$ cat src/rtl/dma_arbiter.sv
// dma_arbiter: shares a 1-cycle-latency synchronous RAM between a 6502-style CPU port and an ANTIC-style DMA read port.
// Optional macro DMA_ARB_FAIRNESS_EN: caps a DMA burst at DMA_MAX_BURST grants while a CPU read waits.
`timescale 1ns/1ps

module dma_arbiter #(
    parameter int DMA_MAX_BURST = 8
) (
    input  logic        clk,
    input  logic        rst_L,
    input  logic        cpu_req,
    input  logic        cpu_rw,
    input  logic [15:0] cpu_addr,
    input  logic [7:0]  cpu_wdata,
    output logic        cpu_ack,
    output logic [7:0]  cpu_rdata,
    input  logic        dma_req,
    input  logic [15:0] dma_addr,
    output logic        dma_ack,
    output logic [7:0]  dma_rdata,
    output logic        HALT,
    output logic [15:0] mem_addr,
    output logic        mem_we,
    output logic [7:0]  mem_wdata,
    input  logic [7:0]  mem_rdata,
    output logic [1:0]  owner
);

    typedef enum logic [2:0] {
        IDLE      = 3'd0,
        CPU_ISSUE = 3'd1,
        CPU_DATA  = 3'd2,
        DMA_ISSUE = 3'd3,
        DMA_DATA  = 3'd4
    } state_t;

    state_t      state_reg;
    state_t      state_next;
    logic        grant_cpu;
    logic        grant_dma;
    logic        cpu_wr_pend;
    logic        cpu_rd_pend;
    logic        dma_win;

    logic [15:0] mem_addr_reg;
    logic        mem_we_reg;
    logic [7:0]  mem_wdata_reg;
    logic        cpu_read_reg;
    logic [7:0]  cpu_rdata_reg;
    logic [7:0]  dma_rdata_reg;
    logic        halt_reg;

    assign cpu_wr_pend = cpu_req & ~cpu_rw;
    assign cpu_rd_pend = cpu_req & cpu_rw;

`ifdef DMA_ARB_FAIRNESS_EN
    localparam logic [7:0] BURST_MAX = 8'(DMA_MAX_BURST);

    logic [7:0] burst_cnt_reg;
    logic [7:0] burst_cnt_next;
    logic       arb_point;

    assign arb_point = (state_reg == IDLE) || (state_reg == CPU_DATA) || (state_reg == DMA_DATA);

    // A full burst yields exactly one slot to a waiting CPU read.
    assign dma_win = dma_req & ~(cpu_rd_pend && (burst_cnt_reg == BURST_MAX));

    always_comb begin
        burst_cnt_next = burst_cnt_reg;
        if (grant_cpu) begin
            burst_cnt_next = 8'd0;
        end else if (grant_dma) begin
            if (burst_cnt_reg < BURST_MAX) begin
                burst_cnt_next = burst_cnt_reg + 8'd1;
            end
        end else if (arb_point && !dma_req) begin
            burst_cnt_next = 8'd0;
        end
    end

    always_ff @(posedge clk or negedge rst_L) begin
        if (!rst_L) begin
            burst_cnt_reg <= 8'd0;
        end else begin
            burst_cnt_reg <= burst_cnt_next;
        end
    end
`else
    // Without the fairness counter DMA_MAX_BURST has no effect.
    logic unused_burst_cfg;
    assign unused_burst_cfg = ^(8'(DMA_MAX_BURST));
    assign dma_win          = dma_req;
`endif

    always_comb begin
        state_next = state_reg;
        grant_cpu  = 1'b0;
        grant_dma  = 1'b0;
        case (state_reg)
            CPU_ISSUE: state_next = CPU_DATA;
            DMA_ISSUE: state_next = DMA_DATA;
            default: begin
                // Arbitration point: IDLE, CPU_DATA or DMA_DATA.
                if (cpu_wr_pend) begin
                    grant_cpu  = 1'b1;
                    state_next = CPU_ISSUE;
                end else if (dma_win) begin
                    grant_dma  = 1'b1;
                    state_next = DMA_ISSUE;
                end else if (cpu_rd_pend) begin
                    grant_cpu  = 1'b1;
                    state_next = CPU_ISSUE;
                end else begin
                    state_next = IDLE;
                end
            end
        endcase
    end

    always_ff @(posedge clk or negedge rst_L) begin
        if (!rst_L) begin
            state_reg     <= IDLE;
            mem_addr_reg  <= 16'd0;
            mem_we_reg    <= 1'b0;
            mem_wdata_reg <= 8'd0;
            cpu_read_reg  <= 1'b0;
            cpu_rdata_reg <= 8'd0;
            dma_rdata_reg <= 8'd0;
            halt_reg      <= 1'b0;
        end else begin
            state_reg  <= state_next;
            halt_reg   <= dma_req | (state_reg == DMA_ISSUE) | (state_reg == DMA_DATA);
            mem_we_reg <= 1'b0;
            // The granted request is latched so the access completes even if it drops.
            if (grant_cpu) begin
                mem_addr_reg  <= cpu_addr;
                mem_we_reg    <= ~cpu_rw;
                mem_wdata_reg <= cpu_wdata;
                cpu_read_reg  <= cpu_rw;
            end else if (grant_dma) begin
                mem_addr_reg  <= dma_addr;
            end
            if ((state_reg == CPU_DATA) && cpu_read_reg) begin
                cpu_rdata_reg <= mem_rdata;
            end
            if (state_reg == DMA_DATA) begin
                dma_rdata_reg <= mem_rdata;
            end
        end
    end

    always_comb begin
        owner = 2'b00;
        case (state_reg)
            CPU_ISSUE, CPU_DATA: owner = 2'b01;
            DMA_ISSUE, DMA_DATA: owner = 2'b10;
            default:             owner = 2'b00;
        endcase
    end

    assign cpu_ack   = (state_reg == CPU_DATA);
    assign dma_ack   = (state_reg == DMA_DATA);
    // Read data is forwarded during DATA so it is valid alongside the ack.
    assign cpu_rdata = ((state_reg == CPU_DATA) && cpu_read_reg) ? mem_rdata : cpu_rdata_reg;
    assign dma_rdata = dma_ack ? mem_rdata : dma_rdata_reg;
    assign HALT      = halt_reg;
    assign mem_addr  = mem_addr_reg;
    assign mem_we    = mem_we_reg;
    assign mem_wdata = mem_wdata_reg;

endmodule

$ cat config.mk
export PLATFORM = sky130hd
export DESIGN_NAME = dma_arbiter
export DESIGN_NICKNAME = d
export VERILOG_FILES = /design/src/rtl/dma_arbiter.sv
export SDC_FILE = /design/constraint.sdc
export NUM_CORES = 1
export LEC_CHECK = 0
export ABC_AREA = 0
export BUFFER_PORTS_ARGS = -buffer_cell sky130_fd_sc_hd__buf_2
export CAP_MARGIN = 20
export CORE_MARGIN = 2
export CORE_UTILIZATION = 48
export CTS_BUF_LIST = sky130_fd_sc_hd__clkbuf_8
export CTS_CLUSTER_SIZE = 25
export DETAILED_ROUTE_END_ITERATION = 10
export PLACE_DENSITY_LB_ADDON = 0.05
export REMOVE_ABC_BUFFERS = 1
export SETUP_SLACK_MARGIN = 0.2
export SLEW_MARGIN = 20
export SYNTH_ARGS = -nofsm -noshare
export SYNTH_HDL_FRONTEND = slang
export SYNTH_SLANG_ARGS = --single-unit
export TNS_END_PERCENT = 100
$ cat constraint.sdc
create_clock -name clk -period 1.65 [get_ports clk]
set_input_delay 0.2475 -clock clk [delete_from_list [all_inputs] [get_ports clk]]
set_output_delay 0.2475 -clock clk [all_outputs]
set_load 0.01 [all_outputs]
# [Yosys cells after proc, flatten, opt, wreduce, memory -nomap -nowiden]
# Index checks and enable logic that the tools add are counted.
[word_totals] regBits=46 inputBits=53 word_cells=39
[classes] n_eq_ne=4 n_mux=17 n_bitwise=5 n_reduce_logical=5
[op_table] op="two-way mux 16 bit" count=2
[op_table] op="two-way mux 8 bit" count=2
[op_table] op="two-way mux 1 bit" count=9
[op_table] op="equality test 3 x 2 -> 1 bit (second input constant)" count=2
[op_table] op="one-hot mux 3 bit (2 select lines)" count=1
[op_table] op="OR reduction 2 bit" count=3
[op_table] op="two-way mux 2 bit" count=2
[op_table] op="one-hot mux 2 bit (2 select lines)" count=1
[op_table] op="equality test 3 x 1 -> 1 bit (second input constant)" count=1
[op_table] op="equality test 3 bit (second input constant)" count=1
[op_table] op="AND 1 bit" count=2
[op_table] op="OR 1 bit" count=2
[op_table] op="nonzero test 2 bit" count=1
[op_table] op="logical AND 1 bit" count=1
[op_table] op="inverter 1 bit" count=1

# [Depth between registers and ports, before layout]
# Gate-level depths: netlist of the first run.
[logic_depth] word_depth=6 mapped_depth=5

# [Worst setup path after synthesis of the first run]
# OpenSTA, ideal clock, no wires.
[synth_path] kind="register -> output" startpoint="register state_reg[0]" endpoint="output cpu_rdata[0]" arrival_ns=1.457 required_ns=1.402 slack_ns=-0.055 path_stages_with_launch=5 cell_sequence="dfrtp_1 nor3b_1 and2_1 buf_4 mux2_2"
[synth_via] elab_chain_len=3
[synth_lines] element="start: declaration" line_no="36" source="state_t state_reg;"
[synth_lines] element="start signal: assignment" line_no="130" source="state_reg <= state_next;"
[synth_lines] element="equality test 3 x 2 -> 1 bit"
[synth_lines] element="via cpu_ack" line_no="14" source="output logic cpu_ack,"
[synth_lines] element="logical AND 1 bit" line_no="163" source="assign cpu_rdata = ((state_reg == CPU_DATA) && cpu_read_reg) ? mem_rdata : cpu_rdata_reg;"
[synth_lines] element="two-way mux 8 bit"
[synth_lines] element="end: declaration" line_no="15" source="output logic [7:0] cpu_rdata,"
# The timed path passes the listed nets, and every way through them passes these cells.

# [Worst setup path in the final report of the first run]
[layout_path] startpoint="register state_reg[0]" endpoint="output dma_rdata[4]"
[layout_via] elab_chain_len=2
[layout_lines] element="equality test 3 bit" line_no="161" source="assign dma_ack = (state_reg == DMA_DATA);"
[layout_lines] element="two-way mux 8 bit"
[layout_lines] element="end: declaration" line_no="19" source="output logic [7:0] dma_rdata,"
# No other way between the ends.

==> results of run 1 <==
-- routing by layer --
layer	up-vias	global-route usage (%)
li1	847	-
met1	885	29.5
met2	68	40.4
met3	8	3.42
met4	0	5.24
met5	-	0
-- cell type report --
class	count	area share [%]
multi-input combinational	93	31.6
sequential	46	33.0
inverter	17	1.83
clock inverter	3	1.18
clock buffer	5	1.97
timing repair buffer	132	28.5
tap	52	1.87
-- metrics by stage --
| step | setup slack (ns) | instances | power, W | instance area (sq um) | utilization (%) |
|---|---|---|---|---|---|
| 3_5_place_dp | -0.172 | 320 | 0.00468 | 2750 | 63.6 |
| 5_1_grt | -0.371 | 348 | 0.00749 | 3490 | 80.6 |
| 4_1_cts | -0.309 | 340 | 0.00640 | 3210 | 74.2 |
| 6_report | -0.328 | 348 | 0.00715 | 3490 | 80.6 |
| 2_1_floorplan | -0.418 | 155 | 0.00349 | 2060 | - |
| 3_3_place_gp | -0.197 | 320 | 0.00462 | 2750 | 63.6 |
-- cells in the final DEF (no fill, tap or decap) --
master | Yosys | layout
sky130_fd_sc_hd__a21boi_4 | 1 | 1
sky130_fd_sc_hd__a21o_1 | 1 | 1
sky130_fd_sc_hd__a21oi_1 | 1 | 1
sky130_fd_sc_hd__and2_1 | 2 | 1
sky130_fd_sc_hd__and2_4 | 1 | 3
sky130_fd_sc_hd__buf_12 | 1 | 2
sky130_fd_sc_hd__buf_2 | 5 | 80
sky130_fd_sc_hd__buf_4 | 1 | 9
sky130_fd_sc_hd__buf_6 | 2 | 36
sky130_fd_sc_hd__buf_8 | 0 | 3
sky130_fd_sc_hd__bufinv_16 | 0 | 1
sky130_fd_sc_hd__clkbuf_16 | 0 | 1
sky130_fd_sc_hd__clkbuf_8 | 0 | 5
sky130_fd_sc_hd__clkinvlp_4 | 0 | 1
sky130_fd_sc_hd__dfrtp_1 | 46 | 46
sky130_fd_sc_hd__dlygate4sd3_1 | 0 | 1
sky130_fd_sc_hd__inv_1 | 17 | 18
sky130_fd_sc_hd__mux2_4 | 4 | 24
sky130_fd_sc_hd__nand2b_1 | 2 | 1
sky130_fd_sc_hd__nand2b_4 | 0 | 1
sky130_fd_sc_hd__nand3_1 | 17 | 17
sky130_fd_sc_hd__nor2_1 | 4 | 4
sky130_fd_sc_hd__nor2b_4 | 0 | 1
sky130_fd_sc_hd__nor3b_2 | 0 | 1
sky130_fd_sc_hd__nor3b_4 | 0 | 1
sky130_fd_sc_hd__o21ai_0 | 17 | 17
sky130_fd_sc_hd__o21ai_4 | 0 | 1
sky130_fd_sc_hd__o311ai_2 | 16 | 3
sky130_fd_sc_hd__o311ai_4 | 0 | 13
sky130_fd_sc_hd__or2_2 | 1 | 1
sky130_fd_sc_hd__xnor2_2 | 0 | 1
-- worst reg2reg max path, delay by kind of cell (launching register included) --
kind	cells	cell delay [ns]
buffers and inverters	3	0.35
muxes	1	0.32
and+or+nand+nor	2	0.43
DFF	1	0.43
-- worst paths after layout --
check	slack, ns	cells past startpoint	start	endpoint
min in group asynchronous	0.49	2	rst_L	state_reg[0]
min reg2reg	0.51	1	mem_wdata[0]	mem_wdata[0]
max	-0.33	5	state_reg[0]	dma_rdata[4]
max reg2reg	0.03	6	state_reg[0]	cpu_rdata_reg[5]
max in group asynchronous	0.66	3	rst_L	mem_addr[11]
min	0.17	2	cpu_wdata[4]	mem_wdata[4]
-- power by group through the flow --
stage / sequential [W] / combinational, W / clock [W]
2_1_floorplan: 0.00207 / 0.00142 / 0
4_1_cts: 0.00194 / 0.00364 / 0.000833
5_1_grt: 0.00202 / 0.00460 / 0.000876
3_5_place_dp: 0.00194 / 0.00274 / 0
6_report: 0.00196 / 0.00436 / 0.000826
3_3_place_gp: 0.00191 / 0.00270 / 0
-- timing repair --
| item | in CTS | in global routing |
|---|---|---|
| hold buffers | 1 | 0 |
| gates resized for setup | 58 | 31 |
| setup buffers | 9 | 7 |
| endpoints found under the hold margin | 20 | 0 |
| setup endpoints to repair | 54 | 53 |
| pin swaps | 6 | 3 |
| gates cloned | 2 | 1 |
-- cells by family (layout without fill, tap and decap cells) --
logic type                after synthesis  in the layout  share of synthesized area, %
buffers and inverters                  29            157                          7.01
DFF                                    46             46                          53.7
AOI/OAI and AO/OA                      37             37                          18.0
muxes                                  24             24                          13.3
and+or+nand+nor                        30             31                          7.53
xor gates and xnor gates                1              1                         0.409
==> flow_summary.json, run 1 <==
{
  "worst_slew_pin_slew_ns": 0.930,
  "violations": "negative setup slack",
  "crit_fanout": 5,
  "synthMostInstantiatedCell": "sky130_fd_sc_hd__dfrtp_1",
  "slowest_stage_delay_on_critical_path_ns": 0.43,
  "routed_via_density": 5.20,
  "worstPathArrival_ns": 1.73,
  "drtIter0Drc": 87,
  "fmax_mhz": 505,
  "netlist_area_sq_mm": 0.00214,
  "die_outline_area_sq_mm": 0.00501,
  "cts.sinks": 46,
  "design.portCount": 99,
  "multi_input_comb_area_sq_mm": 0.00110,
  "routed-wl-met2_microns": 3250,
  "wl_met3_microns": 287,
  "insertedDiodeCount": 0,
  "fin_nets": 348,
  "power.density_mw_per_mm2": 2050,
  "critical_path_class": "reg2out",
  "io_buffer_count": 98,
  "ys_seq_elements": 46,
  "filler_cell_count": 263,
  "area_delta_synth_final_pct": 62.8,
  "grt_remaining_overflow": 0,
  "detailed_place_hpwl_microns": 3530,
  "number_of_flip_flops_in_the_largest_register": 16,
  "cp_top_family": "buffers and inverters",
  "post_synth_inst_count": 167,
  "timing.max_slew.rel_slack_pct": 37.8,
  "power.leakage_nw": 1.72,
  "numCtsBuffers": 5,
  "first_global_vias": 1820,
  "globalRouteTotalUtil_pct": 22.8,
  "slowest_stage": "sky130_fd_sc_hd__dfrtp_1",
  "drc": 0,
  "crit_path_cell_trace": "buf_6 -> nor3b_4 -> buf_6 -> mux2_4 -> buf_6",
  "post_synth.cell_area_avg_sq_um": 12.8,
  "ys_async_sr_fraction_pct": 100,
  "fp-row-count": 24,
  "fin_tns_setup_ns": -5.55,
  "synthFlopType": "sky130_fd_sc_hd__dfrtp_1",
  "cts.path.max_buffers": 2,
  "start_util_pct": 49.5,
  "synth.yosys.warnings": 0,
  "die_x_microns": 70.8,
  "fp.coreArea_sq_mm": 0.00432,
  "setup_viol": 19,
  "htreeDepth": 2,
  "m1WireLength_microns": 2520,
  "fin_worst_skew_ns": 0.00465,
  "timing.hold.worst.class": "in2reg",
  "yosys-top-cells-count": "sky130_fd_sc_hd__dfrtp_1 (46), sky130_fd_sc_hd__mux2_2 (20), sky130_fd_sc_hd__inv_1 (17), sky130_fd_sc_hd__nand3_1 (17), sky130_fd_sc_hd__o21ai_0 (17)",
  "yosysTopAreaCell": "sky130_fd_sc_hd__dfrtp_1",
  "critical_path.n_buffers_inverters": 3,
  "top_layer": "met4",
  "synth_cell_types": 24,
  "routed_wl_microns": 6140,
  "critical_path.most_common_cell": "sky130_fd_sc_hd__buf_6",
  "power.net_switching_w": 0.00256,
  "avgRoutedWirePerCell_microns": 17.6,
  "clkLatencyLatePin_ns": 0.29,
  "gpl.final_weighted_congestion": 0.763,
  "post-route-period-util_pct": 120,
  "grt_first_pass_wirelength_microns": 8880,
  "final-seq-area_sq_mm": 0.00115,
  "pwr-share-comb_pct": 61.0,
  "internal_power_w": 0.00460,
  "clock_tree_from_tritoncts": "built",
  "synth.top_cell.area_share_pct": 53.7,
  "seq_area_frac_synth_pct": 53.7,
  "outcome": "complete, but fails checks",
  "slew_violations": 0,
  "via_count": 1808,
  "grt_max_degree": 27,
  "cap_violations": 0,
  "critPathRequiredTime_ns": 1.40,
  "post_synth_main_area_contributors": "sky130_fd_sc_hd__dfrtp_1 (54%), sky130_fd_sc_hd__o311ai_2 (12%), sky130_fd_sc_hd__mux2_2 (11%)",
  "timing.critical_path.to_type": "primary output",
  "final_antenna_net_count": 0,
  "cts_root_buffer": "sky130_fd_sc_hd__clkbuf_8",
  "startpoint_type": "register",
  "die_h_microns": 70.8,
  "drt_pass1_iterations": 4,
  "rsz0062_at_grt": "true",
  "shortest_clock_period_the_worst_path_allows_after_layout_ns": 1.98,
  "postLayoutSetupSlackWorst_ns": -0.328,
  "power_frac_clock_pct": 11.6,
  "maximum_vdd_drop_uv": 910,
  "seqPwrFrac_pct": 27.4,
  "drive_above_1_share_pct": 63.9,
  "hold_slack_ns": 0.174,
  "final-hold-violation-count": 0,
  "path_clk_slew_ns": 0.09,
  "grt_antenna_before_repair": 0,
  "power.switching_fraction_pct": 35.8,
  "synth_enable_flop_cells": 0
}
No activity file was read; power rests on OpenSTA's default activity.
==> inputs of run 2 (changes only) <==
--- a/config.mk
+++ b/config.mk
@@ -8,14 +8,13 @@
 export ABC_AREA = 0
 export BUFFER_PORTS_ARGS = -buffer_cell sky130_fd_sc_hd__buf_2
 export CAP_MARGIN = 20
-export CORE_MARGIN = 2
 export CORE_UTILIZATION = 48
 export CTS_BUF_LIST = sky130_fd_sc_hd__clkbuf_8
 export CTS_CLUSTER_SIZE = 25
 export DETAILED_ROUTE_END_ITERATION = 10
 export PLACE_DENSITY_LB_ADDON = 0.05
 export REMOVE_ABC_BUFFERS = 1
-export SETUP_SLACK_MARGIN = 0.2
+export SETUP_SLACK_MARGIN = 0.1
 export SLEW_MARGIN = 20
 export SYNTH_ARGS = -nofsm -noshare
 export SYNTH_HDL_FRONTEND = slang
==> flow_summary.json, run 2 (synthesis results as in run 1) <==
{
  "outcome": "complete, but fails checks",
  "violations": "negative setup slack",
  "crit_path_cell_trace": "nor3b_2 -> and2_4 -> buf_12 -> mux2_4 -> buf_6",
  "critPathRequiredTime_ns": 1.40,
  "globalRouteTotalUtil_pct": 22.1,
  "via_count": 1779,
  "avgRoutedWirePerCell_microns": 15.7,
  "timing.hold.worst.class": "in2reg",
  "area_delta_synth_final_pct": 49.8,
  "setup_viol": 18,
  "detailed_place_hpwl_microns": 3390,
  "io_buffer_count": 98,
  "timing.max_slew.rel_slack_pct": 44.5,
  "cts_root_buffer": "sky130_fd_sc_hd__clkbuf_8",
  "final_antenna_net_count": 0,
  "numCtsBuffers": 5,
  "routed_via_density": 5.28,
  "first_global_vias": 1606,
  "startpoint_type": "register",
  "postLayoutSetupSlackWorst_ns": -0.309,
  "path_clk_slew_ns": 0.08,
  "drive_above_1_share_pct": 65.5,
  "number_of_flip_flops_in_the_largest_register": 16,
  "design_area_sq_mm": 0.00321,
  "slew_violations": 0,
  "design.portCount": 99,
  "die_outline_area_sq_mm": 0.00473,
  "gpl.final_weighted_congestion": 0.696,
  "critical_path_class": "reg2out",
  "grt_remaining_overflow": 0,
  "commonest_non_fill_non_tap_cells_in_the_layout": "sky130_fd_sc_hd__buf_2 (80), sky130_fd_sc_hd__dfrtp_1 (45), sky130_fd_sc_hd__buf_6 (25), sky130_fd_sc_hd__mux2_4 (20)",
  "endpoint": "cpu_rdata[7]",
  "utilization_pct": 77.4,
  "worstSetupStartpoint": "state_reg[1]",
  "cap_violations": 0,
  "detailed_place.area_sq_mm": 0.00274,
  "insertedDiodeCount": 0,
  "drt_pass1_iterations": 4,
  "grt_first_pass_wirelength_microns": 7530,
  "register_to_register_path_depth": 5,
  "fmax_mhz": 510,
  "slowest_stage_delay_on_critical_path_ns": 0.42,
  "slowest_stage": "sky130_fd_sc_hd__dfrtp_1",
  "shortest_clock_period_the_worst_path_allows_after_layout_ns": 1.96,
  "drc": 0,
  "hold_slack_ns": 0.181,
  "fp-row-count": 23,
  "die_x_microns": 68.8,
  "cts.sinks": 46,
  "worstPathArrival_ns": 1.71,
  "start_util_pct": 51.7,
  "rsz0062_at_grt": "true",
  "maximum_vdd_drop_uv": 1160,
  "final-hold-violation-count": 0,
  "grt_max_degree": 28,
  "fp.coreArea_sq_mm": 0.00414,
  "reg2reg_setup_slack_ns": 0.14,
  "drtIter0Drc": 75,
  "finalPower_w": 0.00644,
  "rr_startpoint": "state_reg[1]",
  "timing.critical_path.to_type": "primary output",
  "place_ws_ns": -0.115,
  "cts.path.max_buffers": 2,
  "capture_point_of_the_worst_reg_to_reg_path": "cpu_rdata_reg[3]",
  "clkLatencyLatePin_ns": 0.30,
  "routed_wl_microns": 5290,
  "worst_slew_pin_slew_ns": 0.831,
  "clock_tree_from_tritoncts": "built",
  "layout_commonest_cell": "sky130_fd_sc_hd__buf_2",
  "power.leakage_nw": 1.59,
  "crit_fanout": 8,
  "filler_cell_count": 287,
  "die_h_microns": 68.8,
  "post-route-period-util_pct": 119,
  "grt_antenna_before_repair": 0,
  "fin_nets": 339,
  "power.density_mw_per_mm2": 2010,
  "fin_worst_skew_ns": 0.00826,
  "htreeDepth": 2
}
[run 2: how the worst min path moves through the flow]
| stage | startpoint | endpoint | slack [ns] | depth (start not counted) |
|---|---|---|---|---|
| detailed placement | rst_L | cpu_rdata_reg[1] | 0.23 | 1 |
| global route | cpu_wdata[4] | mem_wdata[4] | 0.17 | 2 |
| floorplan | rst_L | HALT | -0.05 | 0 |
| global placement | rst_L | cpu_rdata_reg[0] | 0.23 | 1 |
| finish | cpu_wdata[7] | mem_wdata[7] | 0.18 | 2 |
| CTS | cpu_wdata[7] | mem_wdata[7] | 0.17 | 2 |
[run 2: layer usage]
| metal | GRT usage, % | wire [microns] | up-vias | share of wire [%] |
|---|---|---|---|---|
| li1 | - | - | 837 | - |
| met1 | 28.1 | 2340 | 868 | 44 |
| met2 | 35.7 | 2500 | 69 | 47 |
| met3 | 7.24 | 399 | 5 | 7.5 |
| met4 | 6.63 | 49 | 0 | 0.93 |
| met5 | 0 | 0 | - | 0 |
[run 2: timing repair]
item                       4_1_cts  5_1_grt
setup endpoints to repair       18       44
hold endpoints to repair        19        0
setup buffers                    6        4
gates resized for setup         28       47
cloned                           0        2
hold buffers                     1        0
pin swaps                        4        3
[run 2: critical path: cells and delay by family, from the launching register on]
family,cells,cell delay [ns]
simple gates,2,0.43
flops,1,0.42
mux,1,0.31
buf+inv,2,0.25
[run 2: layout make-up]
class / instances / area [sq um] / share of cell area, %
multi-input cells: 93 / 963 / 30.0
repair buffers: 123 / 857 / 26.7
clock inverters: 3 / 40.0 / 1.25
inverters: 17 / 63.8 / 1.99
flip-flops and latches: 46 / 1150 / 35.9
well taps: 50 / 62.6 / 1.95
clock buffers: 5 / 68.8 / 2.15
[run 2: through the flow]
stage          setup TNS (ns)  cells
2_1_floorplan           -7.82    155
5_1_grt                 -5.61    337
6_report                -4.64    337
4_1_cts                 -4.67    331
3_5_place_dp            -1.48    316
3_3_place_gp           -0.514    316
[run 2: power by group]
| group | internal (W) | total, W | switching (W) |
|---|---|---|---|
| combinational | 0.00204 | 0.00366 | 0.00162 |
| clock | 0.000446 | 0.000821 | 0.000375 |
| sequential | 0.00169 | 0.00196 | 0.000271 |
==> inputs of run 3 (changes only) <==
--- a/config.mk
+++ b/config.mk
@@ -8,13 +8,15 @@
 export ABC_AREA = 0
 export BUFFER_PORTS_ARGS = -buffer_cell sky130_fd_sc_hd__buf_2
 export CAP_MARGIN = 20
+export CORE_MARGIN = 4
 export CORE_UTILIZATION = 48
 export CTS_BUF_LIST = sky130_fd_sc_hd__clkbuf_8
 export CTS_CLUSTER_SIZE = 25
 export DETAILED_ROUTE_END_ITERATION = 10
 export PLACE_DENSITY_LB_ADDON = 0.05
+export RECOVER_POWER = 25
 export REMOVE_ABC_BUFFERS = 1
-export SETUP_SLACK_MARGIN = 0.1
+export SETUP_SLACK_MARGIN = 0.4
 export SLEW_MARGIN = 20
 export SYNTH_ARGS = -nofsm -noshare
 export SYNTH_HDL_FRONTEND = slang
==> flow_summary.json, run 3 (synthesis results as in run 1) <==
{
  "shortest_clock_period_the_worst_path_allows_after_layout_ns": 1.94,
  "slew_violations": 0,
  "design.portCount": 99,
  "commonest_non_fill_non_tap_cells_in_the_layout": "sky130_fd_sc_hd__buf_2 (89), sky130_fd_sc_hd__dfrtp_1 (46), sky130_fd_sc_hd__buf_6 (23)",
  "design_area_sq_mm": 0.00338,
  "post-route-period-util_pct": 118,
  "clkLatencyLatePin_ns": 0.31,
  "number_of_flip_flops_in_the_largest_register": 16,
  "fp-row-count": 24,
  "detailed_place.area_sq_mm": 0.00276,
  "drt_pass1_iterations": 4,
  "first_global_vias": 1746,
  "grt_first_pass_wirelength_microns": 8230,
  "power.net_switching_w": 0.00249,
  "avgRoutedWirePerCell_microns": 16.7,
  "internal_power_w": 0.00428,
  "area_delta_synth_final_pct": 57.9,
  "postLayoutSetupSlackWorst_ns": -0.294,
  "worstHoldPathCells": 2,
  "die_outline_area_sq_mm": 0.00560,
  "worstPathArrival_ns": 1.70,
  "timing.critical_path.to_type": "primary output",
  "globalRouteTotalUtil_pct": 19.8,
  "register_to_register_path_depth": 7,
  "numCtsBuffers": 5,
  "rsz0062_at_grt": "true",
  "die_h_microns": 74.8,
  "holdPathEnd": "mem_wdata[6]",
  "fp.coreArea_sq_mm": 0.00432,
  "grt_remaining_overflow": 0,
  "drtIter0Drc": 26,
  "place_ws_ns": -0.0442,
  "timing.max_slew.rel_slack_pct": 30.1,
  "worst_slew_pin_slew_ns": 1.04,
  "utilization_pct": 78.2,
  "power.switching_fraction_pct": 36.8,
  "routed_via_density": 5.22,
  "critical_path_class": "reg2out",
  "fmax_mhz": 514,
  "final_antenna_net_count": 0,
  "rr_startpoint": "state_reg[2]",
  "gpl.final_weighted_congestion": 0.700,
  "die_x_microns": 74.8,
  "via_count": 1800,
  "routed_wl_microns": 5750,
  "drive_above_1_share_pct": 65.9,
  "detailed_place_hpwl_microns": 3680,
  "path_clk_slew_ns": 0.09,
  "crit_fanout": 5,
  "grt_max_degree": 28,
  "htreeDepth": 2,
  "clock_tree_from_tritoncts": "built",
  "drc": 0,
  "critPathRequiredTime_ns": 1.40,
  "layout_commonest_cell": "sky130_fd_sc_hd__buf_2",
  "cts.path.max_buffers": 2,
  "fin_tns_setup_ns": -4.62,
  "pwr-share-comb_pct": 60.6,
  "io_buffer_count": 98,
  "timing.hold.worst.class": "in2reg",
  "power_frac_clock_pct": 10.7,
  "cts_root_buffer": "sky130_fd_sc_hd__clkbuf_8",
  "power.leakage_nw": 1.65,
  "filler_cell_count": 285,
  "cts.sinks": 46,
  "final-hold-violation-count": 0,
  "setup_viol": 19,
  "capture_point_of_the_worst_reg_to_reg_path": "mem_wdata[3]",
  "finalPower_w": 0.00677,
  "fin_nets": 345,
  "fin_worst_skew_ns": 0.00749,
  "violations": "negative setup slack",
  "hold_start": "cpu_wdata[6]",
  "start_util_pct": 49.5,
  "power.density_mw_per_mm2": 2000,
  "seqPwrFrac_pct": 28.7,
  "maximum_vdd_drop_uv": 1020,
  "grt_antenna_before_repair": 0,
  "reg2reg_setup_slack_ns": 0,
  "cap_violations": 0,
  "insertedDiodeCount": 0,
  "outcome": "complete, but fails checks",
  "startpoint_type": "register"
}
==> run 3: area by class of cell <==
| type | instances | area [sq um] | area share [%] |
|---|---|---|---|
| clock inverter | 2 | 12.5 | 0.370 |
| multi-input combinational | 92 | 1100 | 32.5 |
| clock buffer | 6 | 82.6 | 2.44 |
| inverter | 17 | 63.8 | 1.89 |
| timing repair buffer | 130 | 907 | 26.8 |
| tap | 52 | 65.1 | 1.92 |
| sequential | 46 | 1150 | 34.0 |
==> run 3: power by group through the flow <==
stage	registers [W]	logic (W)	clock network, W
floorplan	0.00207	0.00142	0
global placement	0.00191	0.00277	0
CTS	0.00193	0.00373	0.000741
global route	0.00200	0.00436	0.000787
detailed placement	0.00193	0.00280	0
finish	0.00195	0.00410	0.000722
==> run 3: what timing repair did <==
action,CTS,global route
buffers inserted,9,3
pin swaps,5,4
gates resized for setup,64,22
hold endpoints to repair,19,0
endpoints found under the setup margin,62,66
cloned,3,0
hold buffers,1,0
==> run 3: how the worst max path moves through the flow <==
stage / from / end
after floorplan: state_reg[0] / dma_rdata[0]
after global placement: state_reg[0] / cpu_rdata[0]
after detailed placement: state_reg[1] / cpu_rdata[0]
after CTS: state_reg[0] / cpu_rdata[0]
after global routing: state_reg[2] / dma_rdata[5]
final: state_reg[2] / dma_rdata[4]
==> run 3: metal layers <==
layer,routed length [microns],track usage (%)
met5,0,0
met4,78,6.13
met3,442,5.74
met2,3100,36.1
met1,2130,22.4
==> run 3: critical path, stage by stage, from the launching register on <==
cell and delay, ns:
sky130_fd_sc_hd__dfrtp_1 0.39, sky130_fd_sc_hd__buf_6 0.11, sky130_fd_sc_hd__nor3b_2 0.21, sky130_fd_sc_hd__buf_4 0.19, sky130_fd_sc_hd__mux2_2 0.35, sky130_fd_sc_hd__buf_2 0.14
==> run 3: metrics by stage <==
| step | cells | hold slack, ns |
|---|---|---|
| after floorplan | 155 | -0.0481 |
| after global placement | 321 | 0.228 |
| after detailed placement | 321 | 0.229 |
| after CTS | 342 | 0.152 |
| after global routing | 345 | 0.155 |
| final | 345 | 0.161 |
